==> src/rtl/instr_fetch_if.sv <==
// Fetch-stage bus bundle: pc_block inputs, instruction-memory handshake and decoded outputs.
// master = fetch stage, slave = pc_block / control / memory side.
interface instr_fetch_if;
  logic [15:0] pcCur;
  logic        fetchGo;
  logic        memReq;
  logic [15:0] memAddr;
  logic        memAck;
  logic [15:0] memData;
  logic [15:0] instr;
  logic        instrValid;
  logic        pcWrite;
  logic        busy;
  logic [15:0] pcPlus2;
  logic [15:0] immAddr;
  logic [15:0] jcmpImm;
  logic [15:0] jcmpImmLS;
  logic        fetchFault;

  modport master (
    input  pcCur, fetchGo, memAck, memData,
    output memReq, memAddr, instr, instrValid, pcWrite, busy,
           pcPlus2, immAddr, jcmpImm, jcmpImmLS, fetchFault
  );

  modport slave (
    output pcCur, fetchGo, memAck, memData,
    input  memReq, memAddr, instr, instrValid, pcWrite, busy,
           pcPlus2, immAddr, jcmpImm, jcmpImmLS, fetchFault
  );
endinterface

==> src/rtl/instr_fetch.sv <==
// Instruction fetch stage: req/ack read of one word per fetchGo, instruction register and field decode.
// Optional macro FETCH_TIMEOUT_EN adds a REQ timeout with a sticky fetchFault flag.
//
// state | meaning
// IDLE  | waiting for fetchGo
// REQ   | memReq asserted, waiting for memAck
// DONE  | instr newly loaded, instrValid/pcWrite pulse
module instr_fetch #(
  parameter int TIMEOUT_CYCLES = 16
) (
  input  logic          clock,
  input  logic          reset,
  instr_fetch_if.master bus
);

  typedef enum logic [1:0] {IDLE, REQ, DONE} state_t;

  state_t      state_q, state_d;
  logic [15:0] addr_q, addr_d;
  logic [15:0] instr_q, instr_d;

`ifdef FETCH_TIMEOUT_EN
  localparam int CNT_W = $clog2(TIMEOUT_CYCLES + 1);
  localparam logic [CNT_W-1:0] CNT_LAST = CNT_W'(TIMEOUT_CYCLES - 1);

  logic [CNT_W-1:0] cnt_q, cnt_d;
  logic             fault_q, fault_d;
`endif

  always_comb begin
    state_d = state_q;
    addr_d  = addr_q;
    instr_d = instr_q;
`ifdef FETCH_TIMEOUT_EN
    cnt_d   = cnt_q;
    fault_d = fault_q;
`endif
    case (state_q)
      IDLE: begin
        if (bus.fetchGo) begin
          addr_d  = {bus.pcCur[15:1], 1'b0};
          state_d = REQ;
`ifdef FETCH_TIMEOUT_EN
          cnt_d   = '0;
          fault_d = 1'b0;
`endif
        end
      end
      REQ: begin
        if (bus.memAck) begin
          instr_d = bus.memData;
          state_d = DONE;
        end
`ifdef FETCH_TIMEOUT_EN
        // The cycle that would bring the count to TIMEOUT_CYCLES aborts the fetch.
        else if (cnt_q == CNT_LAST) begin
          instr_d = 16'h0000;
          fault_d = 1'b1;
          state_d = IDLE;
        end else begin
          cnt_d = cnt_q + CNT_W'(1);
        end
`endif
      end
      DONE: state_d = IDLE;
      default: state_d = IDLE;
    endcase
  end

  always_ff @(posedge clock or posedge reset) begin
    if (reset) begin
      state_q <= IDLE;
      addr_q  <= 16'h0000;
      instr_q <= 16'h0000;
    end else begin
      state_q <= state_d;
      addr_q  <= addr_d;
      instr_q <= instr_d;
    end
  end

`ifdef FETCH_TIMEOUT_EN
  always_ff @(posedge clock or posedge reset) begin
    if (reset) begin
      cnt_q   <= '0;
      fault_q <= 1'b0;
    end else begin
      cnt_q   <= cnt_d;
      fault_q <= fault_d;
    end
  end

  assign bus.fetchFault = fault_q;
`else
  assign bus.fetchFault = 1'b0;
`endif

  assign bus.memReq     = (state_q == REQ);
  assign bus.memAddr    = addr_q;
  assign bus.busy       = (state_q != IDLE);
  assign bus.instrValid = (state_q == DONE);
  assign bus.pcWrite    = (state_q == DONE);
  assign bus.instr      = instr_q;

  assign bus.pcPlus2    = addr_q + 16'd2;
  assign bus.immAddr    = {addr_q[15:13], instr_q[11:0], 1'b0};
  assign bus.jcmpImm    = {{8{instr_q[7]}}, instr_q[7:0]};
  assign bus.jcmpImmLS  = {instr_q[7] ? 7'h7F : 7'h00, instr_q[7:0], 1'b0};

endmodule

==> src/flat_wrapper.sv <==
// flat-port wrapper written by rule: the top's interface ports become plain ports
module instr_fetch_flat 
#(
  parameter int TIMEOUT_CYCLES = 16
)
  (clock, reset, bus_pcCur, bus_fetchGo, bus_memAck, bus_memData, bus_memReq, bus_memAddr, bus_instr, bus_instrValid, bus_pcWrite, bus_busy, bus_pcPlus2, bus_immAddr, bus_jcmpImm, bus_jcmpImmLS, bus_fetchFault);
  instr_fetch_if bus_i ();
  input  logic clock;
  input  logic reset;
  input wire logic [$bits(bus_i.pcCur)-1:0] bus_pcCur;
  input wire logic [$bits(bus_i.fetchGo)-1:0] bus_fetchGo;
  input wire logic [$bits(bus_i.memAck)-1:0] bus_memAck;
  input wire logic [$bits(bus_i.memData)-1:0] bus_memData;
  output wire logic [$bits(bus_i.memReq)-1:0] bus_memReq;
  output wire logic [$bits(bus_i.memAddr)-1:0] bus_memAddr;
  output wire logic [$bits(bus_i.instr)-1:0] bus_instr;
  output wire logic [$bits(bus_i.instrValid)-1:0] bus_instrValid;
  output wire logic [$bits(bus_i.pcWrite)-1:0] bus_pcWrite;
  output wire logic [$bits(bus_i.busy)-1:0] bus_busy;
  output wire logic [$bits(bus_i.pcPlus2)-1:0] bus_pcPlus2;
  output wire logic [$bits(bus_i.immAddr)-1:0] bus_immAddr;
  output wire logic [$bits(bus_i.jcmpImm)-1:0] bus_jcmpImm;
  output wire logic [$bits(bus_i.jcmpImmLS)-1:0] bus_jcmpImmLS;
  output wire logic [$bits(bus_i.fetchFault)-1:0] bus_fetchFault;
  assign bus_i.pcCur = bus_pcCur;
  assign bus_i.fetchGo = bus_fetchGo;
  assign bus_i.memAck = bus_memAck;
  assign bus_i.memData = bus_memData;
  assign bus_memReq = bus_i.memReq;
  assign bus_memAddr = bus_i.memAddr;
  assign bus_instr = bus_i.instr;
  assign bus_instrValid = bus_i.instrValid;
  assign bus_pcWrite = bus_i.pcWrite;
  assign bus_busy = bus_i.busy;
  assign bus_pcPlus2 = bus_i.pcPlus2;
  assign bus_immAddr = bus_i.immAddr;
  assign bus_jcmpImm = bus_i.jcmpImm;
  assign bus_jcmpImmLS = bus_i.jcmpImmLS;
  assign bus_fetchFault = bus_i.fetchFault;
  instr_fetch #(.TIMEOUT_CYCLES(TIMEOUT_CYCLES)) u_core (.clock(clock), .reset(reset), .bus(bus_i));
endmodule
==> config.mk <==
export PLATFORM = sky130hd
export DESIGN_NAME = instr_fetch_flat
export DESIGN_NICKNAME = d
export VERILOG_FILES = /design/src/rtl/instr_fetch_if.sv /design/src/rtl/instr_fetch.sv /design/src/flat_wrapper.sv
export SDC_FILE = /design/constraint.sdc
export NUM_CORES = 1
export LEC_CHECK = 0
export ABC_AREA = 1
export CAP_MARGIN = 20
export CORE_ASPECT_RATIO = 0.8
export CORE_UTILIZATION = 38
export CTS_CLUSTER_SIZE = 10
export DETAILED_ROUTE_END_ITERATION = 10
export GPL_TIMING_DRIVEN = 0
export PLACE_DENSITY_LB_ADDON = 0.08
export SLEW_MARGIN = 20
export SYNTH_ARGS = -nofsm -noshare
export SYNTH_HDL_FRONTEND = slang
export SYNTH_SLANG_ARGS = --single-unit
==> constraint.sdc <==
create_clock -name clock -period 2.4 [get_ports clock]
set_clock_uncertainty 0.15 [all_clocks]
set_input_delay 0.36 -clock clock [delete_from_list [all_inputs] [get_ports clock]]
set_output_delay 0.36 -clock clock [all_outputs]
set_load 0.02 [all_outputs]
Word level (Yosys, flattened, before mapping)
Index checks and enable logic that the tools add are counted.
{"block": "classes", "addsub": 1, "eq_ne": 4, "mux": 4, "reduce_logical": 5}
{"cell": "$add 16x2->16 const B", "count": 1}
{"cell": "$mux 7", "count": 1}
{"cell": "$reduce_and 2->1", "count": 3}
{"cell": "$mux 2", "count": 2}
{"cell": "$ne 2x2->1 const B", "count": 2}
{"cell": "$pmux 2 s2", "count": 1}
{"cell": "$eq 2x1->1 const B", "count": 1}
{"cell": "$eq 2x2->1 const B", "count": 1}
{"cell": "$logic_not 2->1", "count": 1}
{"cell": "$reduce_bool 2->1", "count": 1}
{"block": "totals", "reg_bits": 33, "in_bits": 36, "out_inout_bits": 101, "wordCells": 17}

Logic depth before layout (Yosys ltp)
Gate-level depths: netlist (run 1).
{"block": "logic_depth", "ltp_word": 3, "ltp_mapped": 7, "ltp_nobuf": 6}

Least setup slack after synthesis (run 1)
Ideal clock, no wire load.
{"block": "synth_timing", "kind": "flip-flop to output port", "startpoint": "register u_core.addr_q[2], in the netlist u_core.bus.memAddr[2]", "endpoint": "output port bus_pcPlus2[7]", "arrival_ns": 1.388, "setup_slack_ns": 0.502, "stages_incl_launch_ff": 5, "cell_sequence": "dfrtp_1 > ha_1 > nand3_1 > nor2_1 > xor2_1"}
{"block": "synth_via", "elab_chain_len": 1}
{"element": "start: declaration", "line_no": "instr_fetch.sv:19", "rtl": "logic [15:0] addr_q, addr_d;"}
{"element": "start signal: assignment", "line_no": "instr_fetch.sv:77", "rtl": "addr_q <= addr_d;"}
{"element": "$add 16x2->16", "line_no": "instr_fetch.sv:105", "rtl": "assign bus.pcPlus2 = addr_q + 16'd2;"}
{"element": "end: declaration", "line_no": "flat_wrapper.sv:20", "rtl": "output wire logic [$bits(bus_i.pcPlus2)-1:0] bus_pcPlus2;"}
No other way between the ends.

Worst setup path after layout (run 1)
{"block": "layout_timing", "startpoint": "register u_core.addr_q[1], in the netlist u_core.bus.memAddr[1]", "endpoint": "output port bus_pcPlus2[9]"}
Same word-level chain as after synthesis.

==> summary.txt, run 1 <==
Run status
  – Status: finished clean

Placed design
  – Pre-CTS WS: 41.6 ps
  – IO Port Bufs: 130
  – Hpwl dp: 4390 microns
  – RD Place Congestion: 0.879

Detailed routing
  – Via density: 4.40
  – Via Count: 2005
  – First DRT Iteration DRCs: 102
  – Met3 WL post-DR: 483 microns
  – Final WL: 5460 microns
  – Wire per inst: 12.0 microns
  – Router iterations before antenna repair: 4
  – Metal2 WL: 2630 microns
  – Antenna Nets Post-Route: 0
  – Uppermost layer routed: met4
  – DR DRC count: 0
  – WL met1: 2270 microns

CTS
  – Root buf cell: clkbuf_8
  – CTS HTree Levels: 2
  – CTS sink count: 33
  – CTS tree: done
  – CTS clk-pin slew, worst paths: 70 ps
  – Deepest clock path buffer count: 2
  – Inserted Clock Buffers: 5
  – Clock Latency Late Sink: 290 ps

Synth
  – Mapped Area: 1990 sq um
  – Netlist cell types: 19
  – Synth warn: 0
  – Leading area contributor after synthesis: dfrtp_1
  – Avg Synthesized Cell Area: 7.88 sq um
  – Yosys reg bits: 33
  – Post-synth top area share: 41.6%
  – Top post-synthesis cells by area: dfrtp_1 42%, buf_4 20%, nand2_1 15%
  – Cells after Synth: 252
  – Post-synthesis sequential area ratio: 41.6%

STA
  – Fin. max-slew vios: 0
  – Final setup viols: 0
  – Slew at the pin closest to its max-slew limit: 692 ps
  – Worst setup margin: 108 ps
  – Slew margin rel.: 53.8%
  – Final period util: 95.5%
  – Setup TNS Final: 0 ps
  – RSZ-0062 raised after global routing: false
  – Final hold violation count: 0
  – F_max: 0.436 GHz
  – Period minus WS final: 2290 ps

Floorplan
  – Die ar.: 5520 sq um
  – Ports: 137
  – Die height: 66.7 microns
  – Die width: 82.8 microns
  – Total core area: 5010 sq um
  – Initial core utilization: 39.7%
  – FP Rows: 23

Pwr
  – Static Leak: 1.76 nW
  – Power per cell area: 1550 nW/um^2
  – Maximum vdd drop: 0.000862 V

Layout
  – ANT cells: 0
  – Layout cells sized above 1: 20.8%
  – Most frequent cells in the layout: 119 x clkdlybuf4s50_1, 81 x nand2_1, 53 x buf_4
  – Commonest non-fill, non-tap cell in the layout: clkdlybuf4s50_1
  – Fill count: 432
  – Layout Nets: 431
  – Area Growth Syn to Fin: 77.3%

Global route
  – Total track usage: 20.1%
  – Antenna violations before repair: 0
  – First-pass GRT wire length: 8630 microns
  – Vias in the first global route: 1807
  – Largest net degree at the start of global routing: 34
  – Total grt overflow: 0

Flow run
  – MaxCap Viol Count: 0

Critical path
  – CP arrival: 1780 ps
  – Peak per-stage delay on the critical path: 410 ps
  – Crit path max-delay cell type: dfrtp_1
  – CP Launch Type: register
  – Crit path kind: reg2out
  – Crit end category: output port
  – Worst path required time: 1890 ps
  – Critical path fanouts, max: 5
  – Critical path cell sequence: ha_1 > nand3_2 > inv_2 > nand2_1 > xor2_1 > clkdlybuf4s15_1

Min path
  – Worst Hold Class: reg2reg
[final timing paths]
check / to / cells after the start / start / slack [ps]
worst max-delay path: bus_pcPlus2[9] / 6 / u_core.bus.memAddr[1]$_DFFE_PP0P_ / 110
worst min-delay path: u_core.bus.instr[13]$_DFFE_PP0P_ / 2 / u_core.bus.instr[13]$_DFFE_PP0P_ / 330
worst max register to register: u_core.bus.memAddr[5]$_DFFE_PP0P_ / 5 / u_core.state_q[0]$_DFFE_PP0P_ / 950
worst min register to register: u_core.bus.instr[13]$_DFFE_PP0P_ / 2 / u_core.bus.instr[13]$_DFFE_PP0P_ / 330
max in group asynchronous: u_core.bus.memAddr[7]$_DFFE_PP0P_ / 2 / reset / 1260
min in group asynchronous: u_core.bus.memAddr[8]$_DFFE_PP0P_ / 2 / reset / 350
[Yosys cell counts (all sizes together)]
cell type / number
conb: 1
nor2: 23
dfrtp: 33
a21oi: 11
nand3: 12
xor2: 7
nand2: 83
inv: 19
nand4: 5
buf: 56
o31ai: 1
ha: 1
[stage by stage]
step / cell area (sq um) / hold slack, ps / utilization, % / instances / total power [W]
floorplan: 2000 / 305 / - / 256 / 0.00320
global placement: 3380 / 311 / 67.5 / 448 / 0.00493
detailed placement: 3380 / 318 / 67.5 / 448 / 0.00500
CTS: 3490 / 337 / 69.8 / 455 / 0.00549
global route: 3520 / 362 / 70.3 / 456 / 0.00581
finish: 3520 / 333 / 70.3 / 456 / 0.00546
[where the power goes]
part	internal [W]	total (W)	switching, W
Sequential	0.000809	0.00113	0.000324
Clock	0.000302	0.000502	0.000200
Combinational	0.00199	0.00382	0.00184
Total	0.00310	0.00546	0.00236
[critical path: cells and delay by family, from the launching register on]
family / cells / cell delay [ps]
xor gates and xnor gates: 1 / 170
and+or+nand+nor: 2 / 230
adders and majority gates: 1 / 230
buffers and inverters: 2 / 450
DFF: 1 / 410
[repair_timing]
item / 4_1_cts / 5_1_grt
endpoints found under the hold margin: 0 / 0
setup buffers: 0 / 1
hold buffers: 0 / 0
resized for setup: 16 / 8
setup endpoints to repair: 10 / 8
pin swaps: 0 / 1
gates cloned: 0 / 0
[final cells by class]
type | instances | area, sq um | area share, %
repair buffers | 131 | 1310 | 37.2
flip-flops and latches | 33 | 828 | 23.5
multi-input cells | 148 | 694 | 19.7
plain buffers | 56 | 433 | 12.3
well taps | 62 | 77.6 | 2.20
inverters | 19 | 76.3 | 2.17
clock buffers | 5 | 68.8 | 1.95
clock inverters | 2 | 35.0 | 0.995
[flip-flops by register name, indices dropped and copies added, names as in the netlist]
register	cells
u_core.bus.memAddr	15
u_core.state_q	2
u_core.bus.instr	16
[cell families (layout without fill, tap and decap cells)]
family	count (synthesis)	in the layout	synth area share, %
simple gates	123	123	25.8
compound gates	12	12	3.15
fa+ha+maj	1	1	0.630
other cells	1	5	0.189
xor+xnor	7	7	3.09
flops	33	33	41.6
buf+inv	75	213	25.6
[routing by layer]
layer / track usage [%] / vias up
met5: 0 / -
met4: 7.97 / 0
met3: 5.82 / 8
met2: 32.9 / 95
met1: 25.3 / 900
li1: - / 1002
Power figures use the tool's default switching activity.
==> inputs of run 2 (changes only) <==
- ABC_AREA: 1 -> 0
==> summary.txt, run 2 <==
Run status
  – Status: finished clean

Detailed routing
  – Wire per inst: 12.3 microns (+3.1%)
  – Router iterations before antenna repair: 4 (unchanged)
  – Antenna Nets Post-Route: 0 (unchanged)
  – Via Count: 1620 (-19%)
  – Via density: 4.31 (-2.0%)
  – Final WL: 4640 microns (-15%)
  – First DRT Iteration DRCs: 40 (-61%)
  – DR DRC count: 0 (unchanged)

Synth
  – Cells after Synth: 169 (-33%)
  – Post-synth top area share: 42.4% (+0.88 points)
  – Top FF cell, synth: dfrtp_1
  – Mapped Area: 1950 sq um (-2.1%)
  – Synth warn: 0 (unchanged)
  – Netlist cell types: 24 (+5)
  – Leading area contributor after synthesis: dfrtp_1
  – Top post-synthesis cells by area: dfrtp_1 42%, buf_4 20%, mux2_2 14%
  – Yosys reg bits: 33 (unchanged)
  – Synth cell count leaders: 52 x buf_4, 33 x dfrtp_1, 24 x mux2_2
  – EDFF count, synth: 0 (unchanged)
  – Count leader, synth: buf_4
  – Post-synthesis sequential area ratio: 42.4% (+0.88 points)
  – Avg Synthesized Cell Area: 11.5 sq um (+46%)
  – Post-synth ARST share: 100% (unchanged)

Layout
  – Layout cells sized above 1: 34.8% (+14 points)
  – Number of flip-flops under the largest register name: 16 (unchanged)
  – Layout Cells excl Fill: 376 (-18%)
  – Commonest non-fill, non-tap cell in the layout: clkdlybuf4s50_1
  – Most frequent cells in the layout: 119 x clkdlybuf4s50_1, 59 x buf_4, 31 x dfrtp_1
  – Area Growth Syn to Fin: 78.7%
  – ANT cells: 0 (unchanged)
  – Layout Nets: 353 (-18%)

Min path
  – Worst Hold Class: in2async

Pwr
  – Static Leak: 1.59 nW (-9.8%)
  – Maximum vdd drop: 0.00107 V (+24%)
  – Power per cell area: 1550 nW/um^2 (about the same)

STA
  – Fin. max-slew vios: 0 (unchanged)
  – Worst setup margin: 134 ps (+26.2 ps)
  – Period minus WS final: 2270 ps (-26.2 ps)
  – Slew margin rel.: 54.1% (+0.32 points)
  – F_max: 0.441 GHz (+1.2%)
  – Min Hold Slack: 359 ps (+25.5 ps)
  – Slew at the pin closest to its max-slew limit: 687 ps (-4.79 ps)
  – Final setup viols: 0 (unchanged)
  – Final hold violation count: 0 (unchanged)
  – Final period util: 94.4% (-1.1 points)

CTS
  – Clock Latency Late Sink: 280 ps (about the same)
  – CTS sink count: 33 (unchanged)
  – CTS HTree Levels: 2 (unchanged)
  – Deepest clock path buffer count: 2 (unchanged)
  – Root buf cell: clkbuf_8
  – Hold_buf cts: 0 (unchanged)
  – CTS tree: done
  – CTS clk-pin slew, worst paths: 60 ps (about the same)
  – Inserted Clock Buffers: 5 (unchanged)

Placed design
  – Hpwl dp: 3540 microns (-19%)
  – Placed cells: 363 (-19%)
  – IO Port Bufs: 130 (unchanged)
  – Pre-CTS WS: -126 ps (-167 ps)
  – RD Place Congestion: 0.777 (-12%)

Critical path
  – Worst Reg-to-Reg Cells: 4 (-1)
  – Worst path required time: 1890 ps (about the same)
  – CP arrival: 1760 ps (-20 ps)
  – Crit end category: output port
  – Crit Reg-Reg Endpoint: u_core.bus.memAddr[2]$_DFFE_PP0P_
  – Critical path fanouts, max: 3 (-2)
  – Worst r2r src: u_core.state_q[1]$_DFFE_PP0P_
  – Flop2flop setup slack: 800 ps (-150 ps)
  – CP Launch Type: register
  – Crit path kind: reg2out

Floorplan
  – Die ar.: 5410 sq um (-2.0%)
  – FP Rows: 22 (-4.3%)
  – Die height: 66 microns (-1.0%)
  – Initial core utilization: 40.9% (+1.2 points)
  – Total core area: 4760 sq um (-4.9%)
  – Die width: 82 microns (-1.0%)
  – Ports: 137 (unchanged)

Global route
  – Total grt overflow: 0 (unchanged)
  – Largest net degree at the start of global routing: 34 (unchanged)
  – First-pass GRT wire length: 7290 microns (-16%)
  – Vias in the first global route: 1534 (-15%)
  – Total track usage: 18.2% (-2.0 points)
  – Antenna violations before repair: 0 (unchanged)

Flow run
  – MaxCap Viol Count: 0 (unchanged)
[run 2: worst max-delay path by stage]
| stage | startpoint | to | slack [ps] | cells past startpoint |
|---|---|---|---|---|
| after global placement | u_core.bus.memAddr[1]$_DFFE_PP0P_ | bus_pcPlus2[13] | -100 | 6 |
| after CTS | u_core.bus.memAddr[1]$_DFFE_PP0P_ | bus_pcPlus2[13] | -120 | 7 |
| after detailed placement | u_core.bus.memAddr[1]$_DFFE_PP0P_ | bus_pcPlus2[13] | -130 | 6 |
| final | u_core.bus.memAddr[1]$_DFFE_PP0P_ | bus_pcPlus2[13] | 130 | 6 |
| after floorplan | u_core.bus.memAddr[2]$_DFFE_PP0P_ | bus_pcPlus2[13] | 310 | 5 |
| after global routing | u_core.bus.memAddr[1]$_DFFE_PP0P_ | bus_pcPlus2[13] | -10 | 6 |
[run 2: repair_timing]
item                       CTS  global route
pin swaps                    1             1
resized for setup           22             9
setup buffers                4             3
setup endpoints to repair   10             8
[run 2: final cells by class]
class / instances / area [sq um]
buffer: 54 / 422
clock buffer: 7 / 86.3
fill: 357 / 1280
inverter: 6 / 22.5
multi-input combinational: 80 / 711
sequential: 33 / 828
tap: 60 / 75.1
timing repair buffer: 136 / 1330
[run 2: worst max-delay path, cell delays in order (launching register included)]
cell and delay, ps:
dfrtp_1 420, ha_4 170, nand4_1 220, nor2_2 200
nand4_1 130, xnor2_1 180, buf_4 160
[run 2: cell families (layout without fill, tap and decap cells)]
group	Yosys count	after routing	synth area share, %
other cells	1	5	0.193
buf+inv	60	203	22.8
flops	33	33	42.4
compound gates	3	3	0.965
simple gates	29	29	9.32
xor+xnor	13	13	5.85
mux	29	29	17.7
fa+ha+maj	1	1	0.643
[run 2: stage by stage]
stage	utilization, %	power (W)	setup TNS, ps	area, sq um
after global placement	70.1	0.00492	-223	3340
after detailed placement	70.1	0.00497	-275	3340
after CTS	72.4	0.00539	-124	3450
after floorplan	-	0.00323	0	1960
after global routing	73.0	0.00571	-25.9	3480
final	73.0	0.00539	0	3480
[run 2: routing by layer]
metal | part of all wire [%] | vias to the layer above | global-route usage, %
met5 | 0 | - | 0
met3 | 11 | 9 | 6.34
met2 | 47 | 90 | 30.7
met1 | 40 | 731 | 21.4
li1 | - | 790 | -
met4 | 1.3 | 0 | 5.92
[run 2: power by group]
group	switching, W	total (W)	internal, W
logic	0.00165	0.00382	0.00217
clock network	0.000186	0.000414	0.000227
registers	0.000340	0.00116	0.000815
